--- src/rtl/control_sequencer.sv ---
`default_nettype none
// ============================================================================
//  Module   : control_sequencer
//  Purpose  : Moore micro-sequencer for the single-bus datapath. Runs the
//             fetch (T0-T2), decode (T3) and execute (T4-T6) steps and drives
//             the datapath strobes, the one-hot register selects and alu_op.
//             Fetch uses a mem_ready handshake with a bounded wait.
//  Config   : `define MULDIV_EN enables mul/div (opcodes 16/17, step T6).
//             Without it, 16/17 are illegal and hi_in/zhigh_out are tied 0.
//  Ports    : clock      - rising-edge clock
//             clear      - asynchronous active-low reset
//             run        - level; fetch while high, checked at boundaries
//             mem_ready  - memory data valid on Mdatain
//             ir[31:0]   - IR contents {opcode, ra, rb, rc, ...}
//             reg_out    - one-hot R0..R15 bus-out selects
//             reg_in     - one-hot R0..R15 load strobes
//             pc_out .. read - single-bit datapath strobes
//             alu_op     - ALU opcode
//             halted     - in HALT
//             fault      - in FAULT
//             instr_cnt  - retired-instruction count (wraps)
//  Revision : 1.0  initial release
// ============================================================================
module control_sequencer #(
  parameter int         WAIT_MAX = 16,
  parameter logic [4:0] ALU_ADD  = 5'd3,
  parameter logic [4:0] ALU_AND  = 5'd5,
  parameter logic [4:0] ALU_OR   = 5'd6
) (
  input  logic        clock,
  input  logic        clear,
  input  logic        run,
  input  logic        mem_ready,
  input  logic [31:0] ir,
  output logic [15:0] reg_out,
  output logic [15:0] reg_in,
  output logic        pc_out,
  output logic        pc_in,
  output logic        mar_in,
  output logic        mdr_in,
  output logic        mdr_out,
  output logic        ir_in,
  output logic        y_in,
  output logic        z_in,
  output logic        zlow_out,
  output logic        zhigh_out,
  output logic        hi_in,
  output logic        lo_in,
  output logic        c_out,
  output logic        inc_pc,
  output logic        read,
  output logic [4:0]  alu_op,
  output logic        halted,
  output logic        fault,
  output logic [15:0] instr_cnt
);

  localparam int WAIT_W = $clog2(WAIT_MAX + 1);

  typedef enum logic [3:0] {
    S_IDLE  = 4'd0,
    S_T0    = 4'd1,
    S_T1    = 4'd2,
    S_T2    = 4'd3,
    S_T3    = 4'd4,
    S_T4    = 4'd5,
    S_T5    = 4'd6,
    S_T6    = 4'd7,
    S_HALT  = 4'd8,
    S_FAULT = 4'd9
  } state_t;

  // Registered control word. Register selects are stored as "which field"
  // flags and expanded from the live ir fields, which are stable T3-T6.
  typedef struct packed {
    logic       pc_out;
    logic       pc_in_arm;
    logic       mar_in;
    logic       mdr_in;
    logic       mdr_out;
    logic       ir_in;
    logic       y_in;
    logic       z_in;
    logic       zlow_out;
`ifdef MULDIV_EN
    logic       zhigh_out;
    logic       hi_in;
`endif
    logic       lo_in;
    logic       c_out;
    logic       inc_pc;
    logic       read;
    logic       sel_rb;
    logic       sel_rc;
    logic       sel_ra;
    logic       alu_from_op;
    logic [4:0] alu_fix;
    logic       halted;
    logic       fault;
  } ctl_t;

  state_t            r_state;
  state_t            w_state_nxt;
  state_t            w_boundary;
  logic [WAIT_W-1:0] r_wait_cnt;
  logic [WAIT_W-1:0] w_wait_nxt;
  logic [15:0]       r_instr_cnt;
  logic              w_retire;
  ctl_t              r_ctl;
  ctl_t              w_ctl_nxt;

  // Live instruction field decode
  logic [4:0] w_opcode;
  logic [3:0] w_ra;
  logic [3:0] w_rb;
  logic [3:0] w_rc;
  logic       w_is_rtype;
  logic       w_is_itype;
  logic       w_is_muldiv;
  logic       w_is_negnot;
  logic       w_is_nop;
  logic       w_is_halt;
  logic       w_legal;
  logic [4:0] w_itype_op;
  logic       unused_ir_low;

  assign w_opcode      = ir[31:27];
  assign w_ra          = ir[26:23];
  assign w_rb          = ir[22:19];
  assign w_rc          = ir[18:15];
  assign unused_ir_low = ^ir[14:0];

  assign w_is_rtype  = (w_opcode <= 5'd12);
  assign w_is_itype  = (w_opcode >= 5'd13) && (w_opcode <= 5'd15);
`ifdef MULDIV_EN
  assign w_is_muldiv = (w_opcode == 5'd16) || (w_opcode == 5'd17);
`else
  assign w_is_muldiv = 1'b0;
`endif
  assign w_is_negnot = (w_opcode == 5'd18) || (w_opcode == 5'd19);
  assign w_is_nop    = (w_opcode == 5'd26);
  assign w_is_halt   = (w_opcode == 5'd27);
  assign w_legal     = w_is_rtype | w_is_itype | w_is_muldiv | w_is_negnot |
                       w_is_nop | w_is_halt;

  always_comb begin
    case (w_opcode)
      5'd13:   w_itype_op = ALU_ADD;
      5'd14:   w_itype_op = ALU_AND;
      default: w_itype_op = ALU_OR;
    endcase
  end

  // Where an instruction goes once it retires: run is only looked at here.
  assign w_boundary = run ? S_T0 : S_IDLE;

  // Next-state and retire decode
  always_comb begin
    w_state_nxt = r_state;
    w_wait_nxt  = r_wait_cnt;
    w_retire    = 1'b0;
    case (r_state)
      S_IDLE: if (run) w_state_nxt = S_T0;
      S_T0:   w_state_nxt = S_T1;
      S_T1: begin
        if (mem_ready) begin
          w_state_nxt = S_T2;
          w_wait_nxt  = '0;
        end else begin
          w_wait_nxt = r_wait_cnt + WAIT_W'(1);
          if (r_wait_cnt == WAIT_W'(WAIT_MAX - 1)) w_state_nxt = S_FAULT;
        end
      end
      S_T2:   w_state_nxt = S_T3;
      S_T3: begin
        if (!w_legal) begin
          w_state_nxt = S_FAULT;
        end else if (w_is_nop) begin
          w_state_nxt = w_boundary;
          w_retire    = 1'b1;
        end else if (w_is_halt) begin
          w_state_nxt = S_HALT;
          w_retire    = 1'b1;
        end else begin
          w_state_nxt = S_T4;
        end
      end
      S_T4:   w_state_nxt = S_T5;
      S_T5: begin
        if (w_is_muldiv) begin
          w_state_nxt = S_T6;
        end else begin
          w_state_nxt = w_boundary;
          w_retire    = 1'b1;
        end
      end
`ifdef MULDIV_EN
      S_T6: begin
        w_state_nxt = w_boundary;
        w_retire    = 1'b1;
      end
`endif
      S_HALT:  w_state_nxt = S_HALT;
      S_FAULT: w_state_nxt = S_FAULT;
      default: w_state_nxt = S_FAULT;
    endcase
  end

  // Control word for the state being entered, so the registered outputs
  // line up with the state register.
  always_comb begin
    w_ctl_nxt = '0;
    case (w_state_nxt)
      S_T0: begin
        w_ctl_nxt.pc_out  = 1'b1;
        w_ctl_nxt.mar_in  = 1'b1;
        w_ctl_nxt.inc_pc  = 1'b1;
        w_ctl_nxt.z_in    = 1'b1;
        w_ctl_nxt.alu_fix = ALU_ADD;
      end
      S_T1: begin
        w_ctl_nxt.zlow_out  = 1'b1;
        w_ctl_nxt.pc_in_arm = 1'b1;
        w_ctl_nxt.read      = 1'b1;
        w_ctl_nxt.mdr_in    = 1'b1;
      end
      S_T2: begin
        w_ctl_nxt.mdr_out = 1'b1;
        w_ctl_nxt.ir_in   = 1'b1;
      end
      S_T3: begin
        w_ctl_nxt.sel_rb = 1'b1;
        w_ctl_nxt.y_in   = 1'b1;
      end
      S_T4: begin
        w_ctl_nxt.z_in = 1'b1;
        if (w_is_itype) begin
          w_ctl_nxt.c_out   = 1'b1;
          w_ctl_nxt.alu_fix = w_itype_op;
        end else if (w_is_negnot) begin
          w_ctl_nxt.sel_rb      = 1'b1;
          w_ctl_nxt.alu_from_op = 1'b1;
        end else begin
          w_ctl_nxt.sel_rc      = 1'b1;
          w_ctl_nxt.alu_from_op = 1'b1;
        end
      end
      S_T5: begin
        w_ctl_nxt.zlow_out = 1'b1;
        if (w_is_muldiv) w_ctl_nxt.lo_in  = 1'b1;
        else             w_ctl_nxt.sel_ra = 1'b1;
      end
`ifdef MULDIV_EN
      S_T6: begin
        w_ctl_nxt.zhigh_out = 1'b1;
        w_ctl_nxt.hi_in     = 1'b1;
      end
`endif
      S_HALT:  w_ctl_nxt.halted = 1'b1;
      S_FAULT: w_ctl_nxt.fault  = 1'b1;
      default: ;
    endcase
  end

  always_ff @(posedge clock or negedge clear) begin
    if (!clear) begin
      r_state     <= S_IDLE;
      r_wait_cnt  <= '0;
      r_instr_cnt <= '0;
      r_ctl       <= '0;
    end else begin
      r_state    <= w_state_nxt;
      r_wait_cnt <= w_wait_nxt;
      r_ctl      <= w_ctl_nxt;
      if (w_retire) r_instr_cnt <= r_instr_cnt + 16'd1;
    end
  end

  // sel_rb and sel_rc are never set together, so reg_out stays one-hot.
  assign reg_out = r_ctl.sel_rb ? (16'h0001 << w_rb) :
                   r_ctl.sel_rc ? (16'h0001 << w_rc) : 16'h0000;
  assign reg_in  = r_ctl.sel_ra ? (16'h0001 << w_ra) : 16'h0000;
  assign alu_op  = r_ctl.alu_from_op ? w_opcode : r_ctl.alu_fix;

  // PC loads once: only in the T1 cycle that actually sees the data.
  assign pc_in     = r_ctl.pc_in_arm & mem_ready;
  assign pc_out    = r_ctl.pc_out;
  assign mar_in    = r_ctl.mar_in;
  assign mdr_in    = r_ctl.mdr_in;
  assign mdr_out   = r_ctl.mdr_out;
  assign ir_in     = r_ctl.ir_in;
  assign y_in      = r_ctl.y_in;
  assign z_in      = r_ctl.z_in;
  assign zlow_out  = r_ctl.zlow_out;
`ifdef MULDIV_EN
  assign zhigh_out = r_ctl.zhigh_out;
  assign hi_in     = r_ctl.hi_in;
`else
  assign zhigh_out = 1'b0;
  assign hi_in     = 1'b0;
`endif
  assign lo_in     = r_ctl.lo_in;
  assign c_out     = r_ctl.c_out;
  assign inc_pc    = r_ctl.inc_pc;
  assign read      = r_ctl.read;
  assign halted    = r_ctl.halted;
  assign fault     = r_ctl.fault;
  assign instr_cnt = r_instr_cnt;

endmodule
`default_nettype wire
--- config.mk ---
export PLATFORM = sky130hd
export DESIGN_NAME = control_sequencer
export DESIGN_NICKNAME = d
export VERILOG_FILES = /design/src/rtl/control_sequencer.sv
export SDC_FILE = /design/constraint.sdc
export NUM_CORES = 1
export LEC_CHECK = 0
export ABC_AREA = 1
export CORE_MARGIN = 1.5
export CORE_UTILIZATION = 32
export CTS_CLUSTER_DIAMETER = 200
export CTS_CLUSTER_SIZE = 28
export DETAILED_ROUTE_END_ITERATION = 8
export PLACE_DENSITY_LB_ADDON = 0.08
export SLEW_MARGIN = 20
export SYNTH_ARGS = -nofsm -noshare
export SYNTH_HDL_FRONTEND = slang
export SYNTH_SLANG_ARGS = --single-unit
--- constraint.sdc ---
create_clock -name clock -period 2.21 [get_ports clock]
set_clock_uncertainty 0.2 [all_clocks]
set_input_delay 0.442 -clock clock [delete_from_list [all_inputs] [get_ports clock]]
set_output_delay 0.442 -clock clock [all_outputs]
set_load 0.005 [all_outputs]
==> metrics, run 1 <==
status finished, violations left; failing checks hold timing; Critical Path Start Type primary input; combinational power share 0.077; NetSw 349 uW; H-tree depth 2; Max clock buf depth 2; initial antenna violation count 0; Layout Nets between 500 and 600; initial DRC count 80; HP Class primary input to asynchronous set/reset pin; synth warn 0; vias in the first global route 2341; worst reg-to-reg setup slack around 250 ps; most common cell after layout, fill and taps aside nand2_1; R2R cell count 9; setup slack at placement -397 ps; WP data required between 1500 and 2000 ps; unrepaired setup endpoints after global routing false; first-pass GRT wire length between 10000 and 15000 microns; diodes inserted 0; post-synth cell types 34; Clk pwr share 0.452; # DRC 0; Worst-Skew Late Latency 290 ps; final worst slack between 40 and 50 ps; Vias/cell between 4 and 5; Cells after Synth around 350; final RePlAce weighted congestion ~0.84; Vias 2566; Num CTS Buffers 5; commonest non-fill, non-tap cells in the layout nand2_1 (69), nor2_1 (52), clkdlybuf4s50_1 (47); DPL Wire Length 5030 microns; routed len/inst roughly 12 microns; share of layout cells above drive strength 1 0.164; Total Routed Length 6660 microns; Root Buffer clkbuf_8; Max Transition Viols Final 0; total congestion overflow 0; final antenna-violating net count 0; CP Capture Type primary output; syn avg cell area ~7.2 sq um; CTS Sinks 41; WP data arrival around 1500 ps; die area about 8500 sq um; Tot Pwr ~1600 uW; Worst slew margin 0.656; internal power 1250 uW; Final Cell Area just under 4000 sq um; Buffers on Ports 87; part of the power in registers 0.471; Placed Area around 3600 sq um; Setup CP Type primary input to primary output; maximum vdd ir drop ~220 uV; Syn-to-layout area delta 50.6%; sequential element share of the synthesized area 0.402; final setup violation count 0; P_leak approximately 0.0019 uW; CTS tree yes; router iterations before antenna repair 4; final hold slack -0.0666 ps; Fin. Hold Viols 1; max cap viols 0; crit path time final about 2200 ps; pin count of the biggest net entering global routing 42; Die Width slightly above 90 microns; Top Ports approximately 110; Yosys reg bits 41; # rows 32; clock transition at the registers of the reported paths ~80 ps; Sw Ratio 0.218; Slew @ Worst Pin around 520 ps; pwr/cell area approximately 420 nW/um^2; Max Fclk between 400 and 500 MHz; Initial Utilization 0.330; Synth Cell Area approximately 2600 sq um; Tot GR Track Use 0.162; total core area 7730 sq um; period utilisation layout 0.979; Die Y ~92 microns; critical path peak fanout 8
-- worst paths after layout --
path                          startpoint            end
max                               ir[26]      reg_in[6]
min                                clear          ir_in
max reg2reg                r_wait_cnt[0]       r_ctl[2]
min reg2reg                r_wait_cnt[0]  r_wait_cnt[0]
max in group asynchronous          clear         inc_pc
min in group clock         r_wait_cnt[0]  r_wait_cnt[0]
-- layer usage --
layer	wire, microns	track usage
met5	0	0
met4	67	0.0449
met3	287	0.0304
met2	3070	0.268
met1	3230	0.214
-- final cells by class --
cell class,count,area (sq um)
Clock buffer,5,68.8
Clock inverter,3,65.1
Fill cell,755,3880
Inverter,52,195
Multi-Input combinational cell,253,1350
Sequential cell,41,1030
Tap cell,102,128
Timing Repair Buffer,109,1020
-- what timing repair did --
item	CTS	global route
gates cloned	0	0
endpoints found under the hold margin	0	0
setup buffers	3	1
resized for setup	74	16
setup endpoints to repair	37	18
hold buffers	0	0
pin swaps	5	2
-- power by group through the flow --
stage | Sequential (uW) | Clock [uW] | Combinational [uW]
after global routing | 753 | 778 | 138
after CTS | 753 | 743 | 123
final | 753 | 723 | 123
after global placement | 768 | 0 | 124
after detailed placement | 768 | 0 | 125
after floorplan | 768 | 0 | 42.6
-- Yosys cell counts --
cell | instances | area share
nand2_1 | 72 | 0.11
nor2_1 | 54 | 0.079
inv_1 | 51 | 0.075
nand3_1 | 42 | 0.082
dfrtp_1 | 41 | 0.40
o22ai_1 | 15 | 0.037
nor3_1 | 11 | 0.022
o21ai_0 | 9 | 0.018
a21oi_1 | 8 | 0.016
buf_4 | 8 | 0.024
xor2_1 | 8 | 0.027
ha_1 | 3 | 0.015
o21ai_1 | 3 | 0.0059
xnor2_1 | 3 | 0.010
nand2_2 | 2 | 0.0049
nand2_4 | 2 | 0.0088
nand3_2 | 2 | 0.0078
nand4_1 | 2 | 0.0049
nor2_2 | 2 | 0.0049
o21bai_1 | 2 | 0.0059
a22o_1 | 1 | 0.0034
and2_1 | 1 | 0.0025
buf_6 | 1 | 0.0044
clkbuf_1 | 1 | 0.0015
conb_1 | 1 | 0.0015
inv_2 | 1 | 0.0015
mux2i_1 | 1 | 0.0039
nand3b_1 | 1 | 0.0029
nand4_2 | 1 | 0.0049
nor2_4 | 1 | 0.0044
nor3_2 | 1 | 0.0039
nor4_1 | 1 | 0.0025
o21a_1 | 1 | 0.0029
o22ai_2 | 1 | 0.0049
-- critical path, cell delays in order --
cell             delay, ps
dlygate4sd2_1          270
inv_1                  100
nand2_4                 90
nor2_1                 110
clkdlybuf4s50_1        510
-- metrics by stage --
stage | cells | hold WS (ps) | TNS (ps) | util
2_1_floorplan | 356 | -53.6 | 0 | -
3_3_place_gp | 553 | 303 | -9010 | 0.469
3_5_place_dp | 553 | 305 | -8830 | 0.469
4_1_cts | 564 | 19.2 | 0 | 0.495
5_1_grt | 565 | 38.1 | 0 | 0.498
6_report | 565 | -0.0666 | 0 | 0.498
-- state kept, by name, summed over array words and instances, names as in the netlist, 4 cells and up --
signal / flops
r_ctl: 7
r_wait_cnt: 5
instr_cnt: 16
r_state: 4
-- logic make-up (layout without fill, tap and decap cells) --
family                     Yosys count  after routing  synth area share
muxes                                1              1           0.00392
other                                1              3           0.00147
adders and majority gates            3              3            0.0147
xor gates and xnor gates            11             11            0.0377
AOI/OAI and AO/OA                   40             40            0.0931
buffers and inverters               62            169             0.106
and+or+nand+nor                    195            195             0.341
DFF                                 41             41             0.402
No activity file was read; power rests on OpenSTA's default activity.
==> inputs of run 2 (changes only) <==
--- a/config.mk
+++ b/config.mk
@@ -6,6 +6,7 @@
 export NUM_CORES = 1
 export LEC_CHECK = 0
 export ABC_AREA = 1
+export CAP_MARGIN = 10
 export CORE_MARGIN = 1.5
 export CORE_UTILIZATION = 32
 export CTS_CLUSTER_DIAMETER = 200
==> results of run 2 <==
No change in the layout: final DEF, timing and power equal those of run 1.
==> inputs of run 3 (changes only) <==
--- a/config.mk
+++ b/config.mk
@@ -12,6 +12,7 @@
 export CTS_CLUSTER_DIAMETER = 200
 export CTS_CLUSTER_SIZE = 28
 export DETAILED_ROUTE_END_ITERATION = 8
+export HOLD_SLACK_MARGIN = 0.05
 export PLACE_DENSITY_LB_ADDON = 0.08
 export SLEW_MARGIN = 20
 export SYNTH_ARGS = -nofsm -noshare
==> constraint.sdc (replaced) <==
create_clock -name clock -period 2.75 [get_ports clock]
set_clock_uncertainty 0.2 [all_clocks]
set_input_delay 0.55 -clock clock [delete_from_list [all_inputs] [get_ports clock]]
set_output_delay 0.55 -clock clock [all_outputs]
set_load 0.005 [all_outputs]
==> run 3 against run 2 <==
Effect of this change:
- the flow now finishes without violations
- die area stayed put
- critical path depth is 1 lower
- register-to-register slack better by 540 ps
- sequential share of layout area grew 0.91 points
- global-route usage down 0.064 points
- utilization down 1.6 points
- largest power group unchanged
==> metrics, run 3 (same netlist as run 1, synthesis figures left out) <==
most common cell after layout, fill and taps aside nand2_1; crit-path leading delay family buffers and inverters; commonest non-fill, non-tap cells in the layout nand2_1 (71), clkdlybuf4s50_1 (69), nor2_1 (53); final worst slack 40.0 ps; total congestion overflow 0; routed len/inst 12.2 microns; Critical Path Start Type primary input; WL met3 312 microns; Buf/Inv on CP 2; period utilisation layout 0.985; Num CTS Buffers 5; critical path cell sequence clkdlybuf4s50_1 -> nand3_1 -> o22ai_1 -> clkdlybuf4s50_1; final RePlAce weighted congestion ~0.79; H-tree depth 2; Post-Route Utilization 0.481; initial DRC count approximately 90; Vias ~2600; Tot GR Track Use 0.161; die area around 8500 sq um; CTS Sinks a little over 40; critical path peak fanout 5; WL met2 approximately 3100 microns; CP Capture Type primary output; final hold slack 316 ps; final setup violation count 0; Most Frequent Cell on Critical Path clkdlybuf4s50_1; status finished clean; WP data required about 2000 ps; # rows 32; max reg flops 16; crit path time final 2710 ps; total core area slightly below 8000 sq um; DPL Wire Length slightly above 5000 microns; M1 wire length between 3000 and 4000 microns; P_leak ~0.0018 uW; first-pass GRT wire length around 11000 microns; CP max stage delay between 500 and 600 ps; Top Ports 106; diodes inserted 0; Fin. Hold Viols 0; pin count of the biggest net entering global routing 24; Layout Nets 486; Max clock buf depth 2; clock transition at the registers of the reported paths roughly 80 ps; setup slack at placement -84.0 ps; Worst-Skew Late Latency roughly 290 ps; WP data arrival between 1500 and 2000 ps; Initial Utilization 0.330; CTS tree yes; # DRC 0; Critical-path top delay cell clkdlybuf4s50_1; maximum vdd ir drop around 270 uV; share of layout cells above drive strength 1 0.0893; Max Transition Viols Final 0; Total Routed Length about 6700 microns; Die Width 92.3 microns; Setup CP Type primary input to primary output; router iterations before antenna repair 4; Highest Signal Layer met4; Root Buffer clkbuf_8; pwr/cell area about 320 nW/um^2; final antenna-violating net count 0; vias in the first global route ~2400; HP Class register to register; Buffers on Ports 87; Vias/cell about 4.7; Max Fclk about 370 MHz; max cap viols 0; initial antenna violation count 0; Die Y slightly above 90 microns; Syn-to-layout area delta 45.7%
[run 3: cell type report]
class / count / area [sq um]
clock inverter: 1 / 30.0
tap: 102 / 128
clock buffer: 7 / 86.3
inverter: 52 / 195
multi-input combinational: 253 / 1310
fill: 794 / 4010
timing repair buffer: 94 / 945
sequential: 41 / 1030
[run 3: per-stage QoR]
step                      total power [uW]  instances  area [sq um]  TNS (ps)
after global routing                  1270        550          3720     -58.3
after global placement                 710        539          3510      -485
final                                 1210        550          3720         0
after floorplan                        651        356          2560         0
after detailed placement               710        539          3510      -603
after CTS                             1230        549          3650         0
[run 3: final timing paths]
path | start | end | slack [ps] | cells after the start
max | ir[15] | reg_out[13] | 40 | 4
max in group asynchronous | clear | r_ctl[3] | 1280 | 3
max reg2reg | r_wait_cnt[0] | r_ctl[2] | 790 | 9
min | r_wait_cnt[0] | r_wait_cnt[0] | 320 | 1
min in group asynchronous | clear | r_wait_cnt[3] | 530 | 2
min reg2reg | r_wait_cnt[0] | r_wait_cnt[0] | 320 | 1
[run 3: where the power goes]
| group | switching [uW] | internal (uW) |
|---|---|---|
| clock network | 208 | 296 |
| registers | 1.15 | 604 |
| logic | 57.2 | 39.9 |
| total | 266 | 940 |
[run 3: metal layers]
layer,global-route usage,vias to the layer above
met1,0.214,1191
met5,0,-
met3,0.0320,2
met2,0.268,72
met4,0.0385,0
li1,-,1324
[run 3: repair_timing]
action | in CTS | in global routing
setup endpoints to repair | 12 | 14
pin swaps | 0 | 2
setup buffers | 1 | 1
gates cloned | 0 | 0
gates resized for setup | 12 | 20
hold buffers | 1 | 0
endpoints found under the hold margin | 18 | 0
